<file path="config.mk">
export PLATFORM = sky130hd
export DESIGN_NAME = sram_arbiter_flat
export DESIGN_NICKNAME = d
export VERILOG_FILES = /design/src/rtl/sram_arbiter_pkg.sv /design/src/rtl/sram_arbiter_if.sv /design/src/rtl/sram_arb_pick.sv /design/src/rtl/sram_arbiter.sv /design/src/flat_wrapper.sv
export SDC_FILE = /design/constraint.sdc
export NUM_CORES = 1
export LEC_CHECK = 0
export BUFFER_PORTS_ARGS = -buffer_cell sky130_fd_sc_hd__buf_2
export CAP_MARGIN = 15
export CORE_AREA = 2 2 106 108
export DETAILED_ROUTE_END_ITERATION = 16
export DIE_AREA = 0 0 108 110
export GPL_ROUTABILITY_DRIVEN = 0
export GPL_TIMING_DRIVEN = 0
export PLACE_DENSITY = 0.57
export SLEW_MARGIN = 20
export SYNTH_ARGS = -nofsm -noshare
export SYNTH_HDL_FRONTEND = slang
export SYNTH_SLANG_ARGS = --single-unit
</file>
<file path="constraint.sdc">
create_clock -name clk -period 2.2 [get_ports clk]
set_input_delay 0.22 -clock clk [delete_from_list [all_inputs] [get_ports clk]]
set_output_delay 0.22 -clock clk [all_outputs]
set_load 0.03 [all_outputs]
</file>
<file path="src/rtl/sram_arbiter_pkg.sv">
// Shared types and defaults for the single-port SRAM arbiter (fetch port vs data port).
package sram_arbiter_pkg;

  typedef enum logic { ST_IDLE = 1'b0, ST_BUSY = 1'b1 } state_t;
  typedef enum logic { OWN_IF = 1'b0, OWN_D = 1'b1 } owner_t;
  typedef enum logic [1:0] { PICK_NONE = 2'd0, PICK_IF = 2'd1, PICK_D = 2'd2 } pick_t;

  localparam int DEF_MEM_LAT    = 1;
  localparam int DEF_STARVE_MAX = 4;
  // Wide enough for the largest legal read latency (4).
  localparam int CNT_W          = 3;

endpackage

</file>
<file path="src/rtl/sram_arbiter_if.sv">
// Bundle of the fetch, data and memory-side signals of the arbiter.
// slave = arbiter view, master = core/memory environment view.
interface sram_arbiter_if #(
  parameter int ADDR_W = 32,
  parameter int DATA_W = 32
);
  logic              if_req_i;
  logic [ADDR_W-1:0] if_addr_i;
  logic              if_flush_i;
  logic              if_gnt_o;
  logic              if_rvalid_o;
  logic [DATA_W-1:0] if_rdata_o;
  logic              if_stall_o;

  logic              d_req_i;
  logic              d_we_i;
  logic [3:0]        d_sel_i;
  logic [ADDR_W-1:0] d_addr_i;
  logic [DATA_W-1:0] d_wdata_i;
  logic              d_gnt_o;
  logic              d_rvalid_o;
  logic [DATA_W-1:0] d_rdata_o;
  logic              d_stall_o;

  logic              mem_ce_o;
  logic              mem_we_o;
  logic [3:0]        mem_sel_o;
  logic [ADDR_W-1:0] mem_addr_o;
  logic [DATA_W-1:0] mem_wdata_o;
  logic [DATA_W-1:0] mem_rdata_i;

  modport slave (
    input  if_req_i, if_addr_i, if_flush_i,
    output if_gnt_o, if_rvalid_o, if_rdata_o, if_stall_o,
    input  d_req_i, d_we_i, d_sel_i, d_addr_i, d_wdata_i,
    output d_gnt_o, d_rvalid_o, d_rdata_o, d_stall_o,
    output mem_ce_o, mem_we_o, mem_sel_o, mem_addr_o, mem_wdata_o,
    input  mem_rdata_i
  );

  modport master (
    output if_req_i, if_addr_i, if_flush_i,
    input  if_gnt_o, if_rvalid_o, if_rdata_o, if_stall_o,
    output d_req_i, d_we_i, d_sel_i, d_addr_i, d_wdata_i,
    input  d_gnt_o, d_rvalid_o, d_rdata_o, d_stall_o,
    input  mem_ce_o, mem_we_o, mem_sel_o, mem_addr_o, mem_wdata_o,
    output mem_rdata_i
  );
endinterface

</file>
<file path="src/rtl/sram_arb_pick.sv">
// Combinational winner selection: data first until it has starved fetch
// STARVE_MAX times, then fetch (unless flushed), then data as fallback.
module sram_arb_pick
  import sram_arbiter_pkg::*;
#(
  parameter int STARVE_MAX = DEF_STARVE_MAX,
  parameter int SW         = $clog2(STARVE_MAX + 1)
) (
  input  logic          free,
  input  logic          if_req,
  input  logic          if_flush,
  input  logic          d_req,
  input  logic [SW-1:0] starve,
  output pick_t         pick
);

  always_comb begin
    pick = PICK_NONE;
    if (free) begin
      if (d_req && (starve < SW'(STARVE_MAX))) pick = PICK_D;
      else if (if_req && !if_flush)            pick = PICK_IF;
      else if (d_req)                          pick = PICK_D;
    end
  end

endmodule

</file>
<file path="src/rtl/sram_arbiter.sv">
// Shares one single-port synchronous SRAM between instruction fetch and data ports.
// Optional build macro ARB_PERF_CNT_EN adds saturating per-port stall-cycle counters.
module sram_arbiter
  import sram_arbiter_pkg::*;
#(
  parameter int ADDR_W     = 32,
  parameter int DATA_W     = 32,
  parameter int MEM_LAT    = DEF_MEM_LAT,
  parameter int STARVE_MAX = DEF_STARVE_MAX
) (
  input  logic          clk,
  input  logic          rst,
  sram_arbiter_if.slave bus
`ifdef ARB_PERF_CNT_EN
  ,
  output logic [31:0]   perf_if_wait_o,
  output logic [31:0]   perf_d_wait_o
`endif
);

  localparam int              SW  = $clog2(STARVE_MAX + 1);
  localparam logic [CNT_W-1:0] LAT = CNT_W'(MEM_LAT);

  state_t           state_q, state_d;
  logic [CNT_W-1:0] cnt_q, cnt_d;
  owner_t           owner_q, owner_d;
  logic             killed_q, killed_d;
  logic [SW-1:0]    starve_q, starve_d;

  logic  expiring, free, kill_now, rd_grant, if_rv, d_rv;
  pick_t pick;

  assign expiring = (state_q == ST_BUSY) && (cnt_q == CNT_W'(1));
  assign free     = (state_q == ST_IDLE) || expiring;
  // A flush in the returning cycle itself must already hide the fetch data.
  assign kill_now = (owner_q == OWN_IF) && (killed_q || bus.if_flush_i);
  assign rd_grant = (pick == PICK_IF) || ((pick == PICK_D) && !bus.d_we_i);

  sram_arb_pick #(.STARVE_MAX(STARVE_MAX), .SW(SW)) u_pick (
    .free     (free),
    .if_req   (bus.if_req_i),
    .if_flush (bus.if_flush_i),
    .d_req    (bus.d_req_i),
    .starve   (starve_q),
    .pick     (pick)
  );

  // NOTE: state uses non-blocking assignments; the reset is synchronous, so it is just the first branch.
  always_ff @(posedge clk) begin
    if (rst) begin
      state_q  <= ST_IDLE;
      cnt_q    <= '0;
      owner_q  <= OWN_IF;
      killed_q <= 1'b0;
      starve_q <= '0;
    end else begin
      state_q  <= state_d;
      cnt_q    <= cnt_d;
      owner_q  <= owner_d;
      killed_q <= killed_d;
      starve_q <= starve_d;
    end
  end

  always_comb begin
    // NOTE: every variable gets its hold value first so no branch can infer a latch.
    state_d  = state_q;
    cnt_d    = cnt_q;
    owner_d  = owner_q;
    killed_d = killed_q;
    starve_d = starve_q;

    if (rd_grant) begin
      state_d  = ST_BUSY;
      cnt_d    = LAT;
      owner_d  = (pick == PICK_D) ? OWN_D : OWN_IF;
      killed_d = 1'b0;
    end else if ((state_q == ST_BUSY) && !expiring) begin
      cnt_d    = cnt_q - CNT_W'(1);
      killed_d = kill_now;
    end else begin
      state_d  = ST_IDLE;
      cnt_d    = '0;
      killed_d = 1'b0;
    end

    if (!bus.if_req_i || (pick == PICK_IF))                  starve_d = '0;
    else if ((pick == PICK_D) && (starve_q < SW'(STARVE_MAX))) starve_d = starve_q + 1'b1;
  end

  always_comb begin
    bus.if_gnt_o    = (pick == PICK_IF);
    bus.d_gnt_o     = (pick == PICK_D);
    bus.mem_ce_o    = 1'b0;
    bus.mem_we_o    = 1'b0;
    bus.mem_sel_o   = 4'h0;
    bus.mem_addr_o  = {ADDR_W{1'b0}};
    bus.mem_wdata_o = {DATA_W{1'b0}};
    case (pick)
      PICK_IF: begin
        bus.mem_ce_o   = 1'b1;
        bus.mem_sel_o  = 4'hF;
        bus.mem_addr_o = bus.if_addr_i;
      end
      PICK_D: begin
        bus.mem_ce_o    = 1'b1;
        bus.mem_we_o    = bus.d_we_i;
        bus.mem_sel_o   = bus.d_sel_i;
        bus.mem_addr_o  = bus.d_addr_i;
        bus.mem_wdata_o = bus.d_wdata_i;
      end
      default: ;
    endcase

    if_rv           = expiring && (owner_q == OWN_IF) && !kill_now;
    d_rv            = expiring && (owner_q == OWN_D);
    bus.if_rvalid_o = if_rv;
    bus.d_rvalid_o  = d_rv;
    bus.if_rdata_o  = if_rv ? bus.mem_rdata_i : {DATA_W{1'b0}};
    bus.d_rdata_o   = d_rv  ? bus.mem_rdata_i : {DATA_W{1'b0}};
    bus.if_stall_o  = (bus.if_req_i && (pick != PICK_IF)) ||
                      ((state_q == ST_BUSY) && (owner_q == OWN_IF) && !kill_now && !if_rv);
    bus.d_stall_o   = (bus.d_req_i && (pick != PICK_D)) ||
                      ((state_q == ST_BUSY) && (owner_q == OWN_D) && !d_rv);
  end

`ifdef ARB_PERF_CNT_EN
  always_ff @(posedge clk) begin
    if (rst) begin
      perf_if_wait_o <= '0;
      perf_d_wait_o  <= '0;
    end else begin
      if (bus.if_stall_o && (perf_if_wait_o != '1)) perf_if_wait_o <= perf_if_wait_o + 32'd1;
      if (bus.d_stall_o  && (perf_d_wait_o  != '1)) perf_d_wait_o  <= perf_d_wait_o + 32'd1;
    end
  end
`endif

endmodule

</file>
<file path="src/flat_wrapper.sv">
// flat-port wrapper written by rule: the top's interface ports become plain ports
module sram_arbiter_flat import sram_arbiter_pkg::*;
#(
  parameter int ADDR_W     = 32,
  parameter int DATA_W     = 32,
  parameter int MEM_LAT    = DEF_MEM_LAT,
  parameter int STARVE_MAX = DEF_STARVE_MAX
)
  (clk, rst, bus_if_req_i, bus_if_addr_i, bus_if_flush_i, bus_if_gnt_o, bus_if_rvalid_o, bus_if_rdata_o, bus_if_stall_o, bus_d_req_i, bus_d_we_i, bus_d_sel_i, bus_d_addr_i, bus_d_wdata_i, bus_d_gnt_o, bus_d_rvalid_o, bus_d_rdata_o, bus_d_stall_o, bus_mem_ce_o, bus_mem_we_o, bus_mem_sel_o, bus_mem_addr_o, bus_mem_wdata_o, bus_mem_rdata_i);
  sram_arbiter_if #(.ADDR_W(ADDR_W), .DATA_W(DATA_W)) bus_i ();
  input  logic clk;
  input  logic rst;
  input wire logic [$bits(bus_i.if_req_i)-1:0] bus_if_req_i;
  input wire logic [$bits(bus_i.if_addr_i)-1:0] bus_if_addr_i;
  input wire logic [$bits(bus_i.if_flush_i)-1:0] bus_if_flush_i;
  output wire logic [$bits(bus_i.if_gnt_o)-1:0] bus_if_gnt_o;
  output wire logic [$bits(bus_i.if_rvalid_o)-1:0] bus_if_rvalid_o;
  output wire logic [$bits(bus_i.if_rdata_o)-1:0] bus_if_rdata_o;
  output wire logic [$bits(bus_i.if_stall_o)-1:0] bus_if_stall_o;
  input wire logic [$bits(bus_i.d_req_i)-1:0] bus_d_req_i;
  input wire logic [$bits(bus_i.d_we_i)-1:0] bus_d_we_i;
  input wire logic [$bits(bus_i.d_sel_i)-1:0] bus_d_sel_i;
  input wire logic [$bits(bus_i.d_addr_i)-1:0] bus_d_addr_i;
  input wire logic [$bits(bus_i.d_wdata_i)-1:0] bus_d_wdata_i;
  output wire logic [$bits(bus_i.d_gnt_o)-1:0] bus_d_gnt_o;
  output wire logic [$bits(bus_i.d_rvalid_o)-1:0] bus_d_rvalid_o;
  output wire logic [$bits(bus_i.d_rdata_o)-1:0] bus_d_rdata_o;
  output wire logic [$bits(bus_i.d_stall_o)-1:0] bus_d_stall_o;
  output wire logic [$bits(bus_i.mem_ce_o)-1:0] bus_mem_ce_o;
  output wire logic [$bits(bus_i.mem_we_o)-1:0] bus_mem_we_o;
  output wire logic [$bits(bus_i.mem_sel_o)-1:0] bus_mem_sel_o;
  output wire logic [$bits(bus_i.mem_addr_o)-1:0] bus_mem_addr_o;
  output wire logic [$bits(bus_i.mem_wdata_o)-1:0] bus_mem_wdata_o;
  input wire logic [$bits(bus_i.mem_rdata_i)-1:0] bus_mem_rdata_i;
  assign bus_i.if_req_i = bus_if_req_i;
  assign bus_i.if_addr_i = bus_if_addr_i;
  assign bus_i.if_flush_i = bus_if_flush_i;
  assign bus_if_gnt_o = bus_i.if_gnt_o;
  assign bus_if_rvalid_o = bus_i.if_rvalid_o;
  assign bus_if_rdata_o = bus_i.if_rdata_o;
  assign bus_if_stall_o = bus_i.if_stall_o;
  assign bus_i.d_req_i = bus_d_req_i;
  assign bus_i.d_we_i = bus_d_we_i;
  assign bus_i.d_sel_i = bus_d_sel_i;
  assign bus_i.d_addr_i = bus_d_addr_i;
  assign bus_i.d_wdata_i = bus_d_wdata_i;
  assign bus_d_gnt_o = bus_i.d_gnt_o;
  assign bus_d_rvalid_o = bus_i.d_rvalid_o;
  assign bus_d_rdata_o = bus_i.d_rdata_o;
  assign bus_d_stall_o = bus_i.d_stall_o;
  assign bus_mem_ce_o = bus_i.mem_ce_o;
  assign bus_mem_we_o = bus_i.mem_we_o;
  assign bus_mem_sel_o = bus_i.mem_sel_o;
  assign bus_mem_addr_o = bus_i.mem_addr_o;
  assign bus_mem_wdata_o = bus_i.mem_wdata_o;
  assign bus_i.mem_rdata_i = bus_mem_rdata_i;
  sram_arbiter #(.ADDR_W(ADDR_W), .DATA_W(DATA_W), .MEM_LAT(MEM_LAT), .STARVE_MAX(STARVE_MAX)) u_core (.clk(clk), .rst(rst), .bus(bus_i));
endmodule
</file>
==> results.toml <==
[outcome]
outcome = "complete, but fails checks"
failed_checks = "setup timing"

[synth]
synth-compound-area-share_pct = 19.6
synth_most_common_cell = "and2_1"
synthCells = 250
syn_area_sq_um = 1650
synthTopCellsByCount = "97 x and2_1, 39 x nor2_1, 32 x a22oi_1, 10 x clkbuf_1, 9 x dfxtp_1"
synth_top_family_by_area = "simple AND/OR/NAND/NOR gates"
synth_edf_count = 0
synth.avg_cell_area_sq_um = 6.61
yosysUniqueCellTypes = 27
synthTopCellsByArea = "and2_1 37%, a22oi_1 15%, dfxtp_1 11%"
synth-seq-cells = 9
yosys_warnings = 0
synth_xor_area_share_pct = 1.06
synth.area.mux_share_pct = 0.606
async_flop_share_pct = 0
synthAdderAreaFrac_pct = 5.30
synth.net_count = 395
netlist.area_leader.share_pct = 36.7
yosys.area.top_type = "and2_1"
synthSimpleGateAreaFrac_pct = 53.9
synth_top_flop_cell = "dfxtp_1"
ys_seq_area_share_pct = 10.9

[critical_path]
worstSetupEndpoint = "bus_mem_addr_o[30]"
end_kind = "output port"
rrSetupSlack_ns = 0.21
start_kind = "flop"
worstRegToRegCells = 12
cp-startpoint = "u_core.cnt_q[1]"
crit_arrival_ns = 2.08
worstSetupPathType = "flop to output port"
worst_r2r_startpoint = "u_core.cnt_q[1]"
cp.required_ns = 1.98
r2r-end = "u_core.starve_q[1]"
path_max_fanout = 6

[placed_design]
place_hpwl_um = 8070
place_inst = 667
port_buffers = 277
preCtsSetupSlack_ns = -0.480

[sta]
post-route-period-util_pct = 105
hold_violations = 0
slew_headroom_pct = 69.4
rsz0062_at_grt = "yes"
finalSetupViolCount = 34
fin_skew_ns = 0.000599
max_freq_ghz = 0.434
fin_crit_ns = 2.30
setup_ws_ns = -0.104
worst_pin_slew_ns = 0.455
maxSlewViolCount = 0
tns_ns = -1.38

[floorplanning]
rows = 38
core-area_sq_um = 10700
initial_core_util_pct = 15.4
die_area_sq_um = 11900
die_height_um = 110
fp.dieW_um = 108
ios = 278

[finish]
drive_gt1_share_pct = 78.3
nets = 694
utilization_pct = 42.5
n_antenna_cell = 0
fin_cells = 688
nFillCells = 1022
area_growth_pct = 176

[power]
p_sw_uw = 689
clkPwrFrac_pct = 12.2
p_int_uw = 886
ir_drop_uv = 169
power_density_nw_per_um2 = 346
p_comb_share_pct = 76.1
p_seq_share_pct = 11.7
leakage_nw = 2.36
p_sw_share_pct = 43.8

[clocking]
hold_buffers = 0
cts.path.max_buffers = 2
cts_tree = "built"
cts-htree-levels = 1
root_buffer = "clkbuf_8"
clkTransAtPathRegs_ns = 0.04
clk_latency_ns = 0.23
clock-sinks = 9
cts_buffers = 3

[global_route]
grt.total_usage_pct = 14.7
grt_max_degree = 11
grt_pass1_vias = 2799
grt_pass1_wl_um = 13800
grt_remaining_overflow = 0
antenna_found_initial = 0

[routing]
postRouteAntennaNets = 0
viasPerCell = 4.25
drc = 0
wl_per_cell_um = 14.9
drtPass1Iterations = 4
drt_iter0_drc = 105
routed_wl_um = 10300
vias = 2925

[flow_run]
cap_violations = 0

[hold_path]
hold_path_class = "input pin to flop"
## power groups by stage
stage | combinational [mW] | sequential [mW] | clock [mW]
after floorplan | 0.546 | 0.183 | 0
after global placement | 0.826 | 0.184 | 0
after detailed placement | 0.835 | 0.185 | 0
after CTS | 1.03 | 0.184 | 0.199
after global routing | 1.26 | 0.186 | 0.207
final | 1.20 | 0.185 | 0.192
## timing repair
item / 4_1_cts / 5_1_grt
setup endpoints to repair: 78 / 89
pin swaps: 11 / 6
resized for setup: 144 / 135
cloned: 1 / 4
buffers inserted: 10 / 4
## stage by stage
step	cell area, sq um	hold slack (ns)	power, mW
after global routing	4550	0.278	1.66
after detailed placement	3490	0.488	1.02
after floorplan	1930	0.289	0.729
after CTS	4130	0.248	1.41
after global placement	3490	0.480	1.01
final	4550	0.255	1.57
## cells in the final DEF (no fill, tap or decap), types with 2 or more instances in the layout
cell       netlist  layout
clkbuf_2         0       2
and2_1          97      67
nor2_1          39       8
a22oi_2          0      28
buf_6            3      69
inv_1            7       5
nor2b_1          2       2
buf_4            0      18
ha_4             0       4
buf_8            0       8
ha_1             7       3
and2_4           0      23
dfxtp_2          0       2
buf_12           0       6
clkbuf_8         0       5
inv_2            0       2
a21oi_1          8       6
a22oi_1         32       4
nor2_4           0      19
xnor2_1          2       2
dfxtp_1          9       7
nor2_2           1      13
o21ai_0          3       2
clkbuf_16        0       2
buf_2            6     209
nor4_1           3       3
and2_2           0       7
or2_2            2       2
nand2b_1         3       3
## critical path, stage by stage (launching register included)
cell and delay [ns]:
dfxtp_2 0.31, inv_2 0.07, ha_4 0.13, inv_2 0.04, o21ai_4 0.13, buf_6 0.14
and3_4 0.22, ha_4 0.16, buf_12 0.14, buf_8 0.12, a22oi_2 0.07, nor2_1 0.14
buf_4 0.19
## how the worst min path moves through the flow
stage,depth (start not counted),endpoint,start,slack [ns]
floorplan,1,u_core.owner_q,rst,0.29
global placement,2,u_core.starve_q[1],u_core.starve_q[1],0.48
detailed placement,2,u_core.owner_q,rst,0.49
CTS,2,u_core.owner_q,rst,0.25
global route,2,u_core.owner_q,rst,0.28
finish,2,u_core.owner_q,rst,0.26
## flip-flops by register name (all words and copies together), names as in the netlist
name	cells
u_core.owner_q	1
u_core.killed_q	1
u_core.state_q	1
u_core.cnt_q	3
u_core.starve_q	3
## cell type report
class | instances | area (sq um) | area share (%)
plain buffers | 21 | 285 | 6.27
clock buffers | 4 | 45.0 | 0.990
inverters | 7 | 26.3 | 0.577
multi-input cells | 211 | 1810 | 39.7
flip-flops and latches | 9 | 183 | 4.01
well taps | 140 | 175 | 3.85
repair buffers | 296 | 2030 | 44.6
## logic make-up (layout without fill, tap and decap cells)
group | Yosys count | in the layout
AO/OA/AOI/OAI | 47 | 47
multiplexers | 1 | 1
XOR/XNOR | 2 | 2
adder cells (fa/ha/maj) | 7 | 7
AND/OR/NAND/NOR | 154 | 154
buffers and inverters | 30 | 328
flip-flops | 9 | 9
## layer usage
metal	global-route usage, %	up-vias	share of wire (%)
met5	0	-	0
met1	14.9	1334	35
met4	0.824	0	0.26
met3	2.00	4	7.8
li1	-	1423	-
met2	32.3	164	57
(Power assumes the default switching activity.)
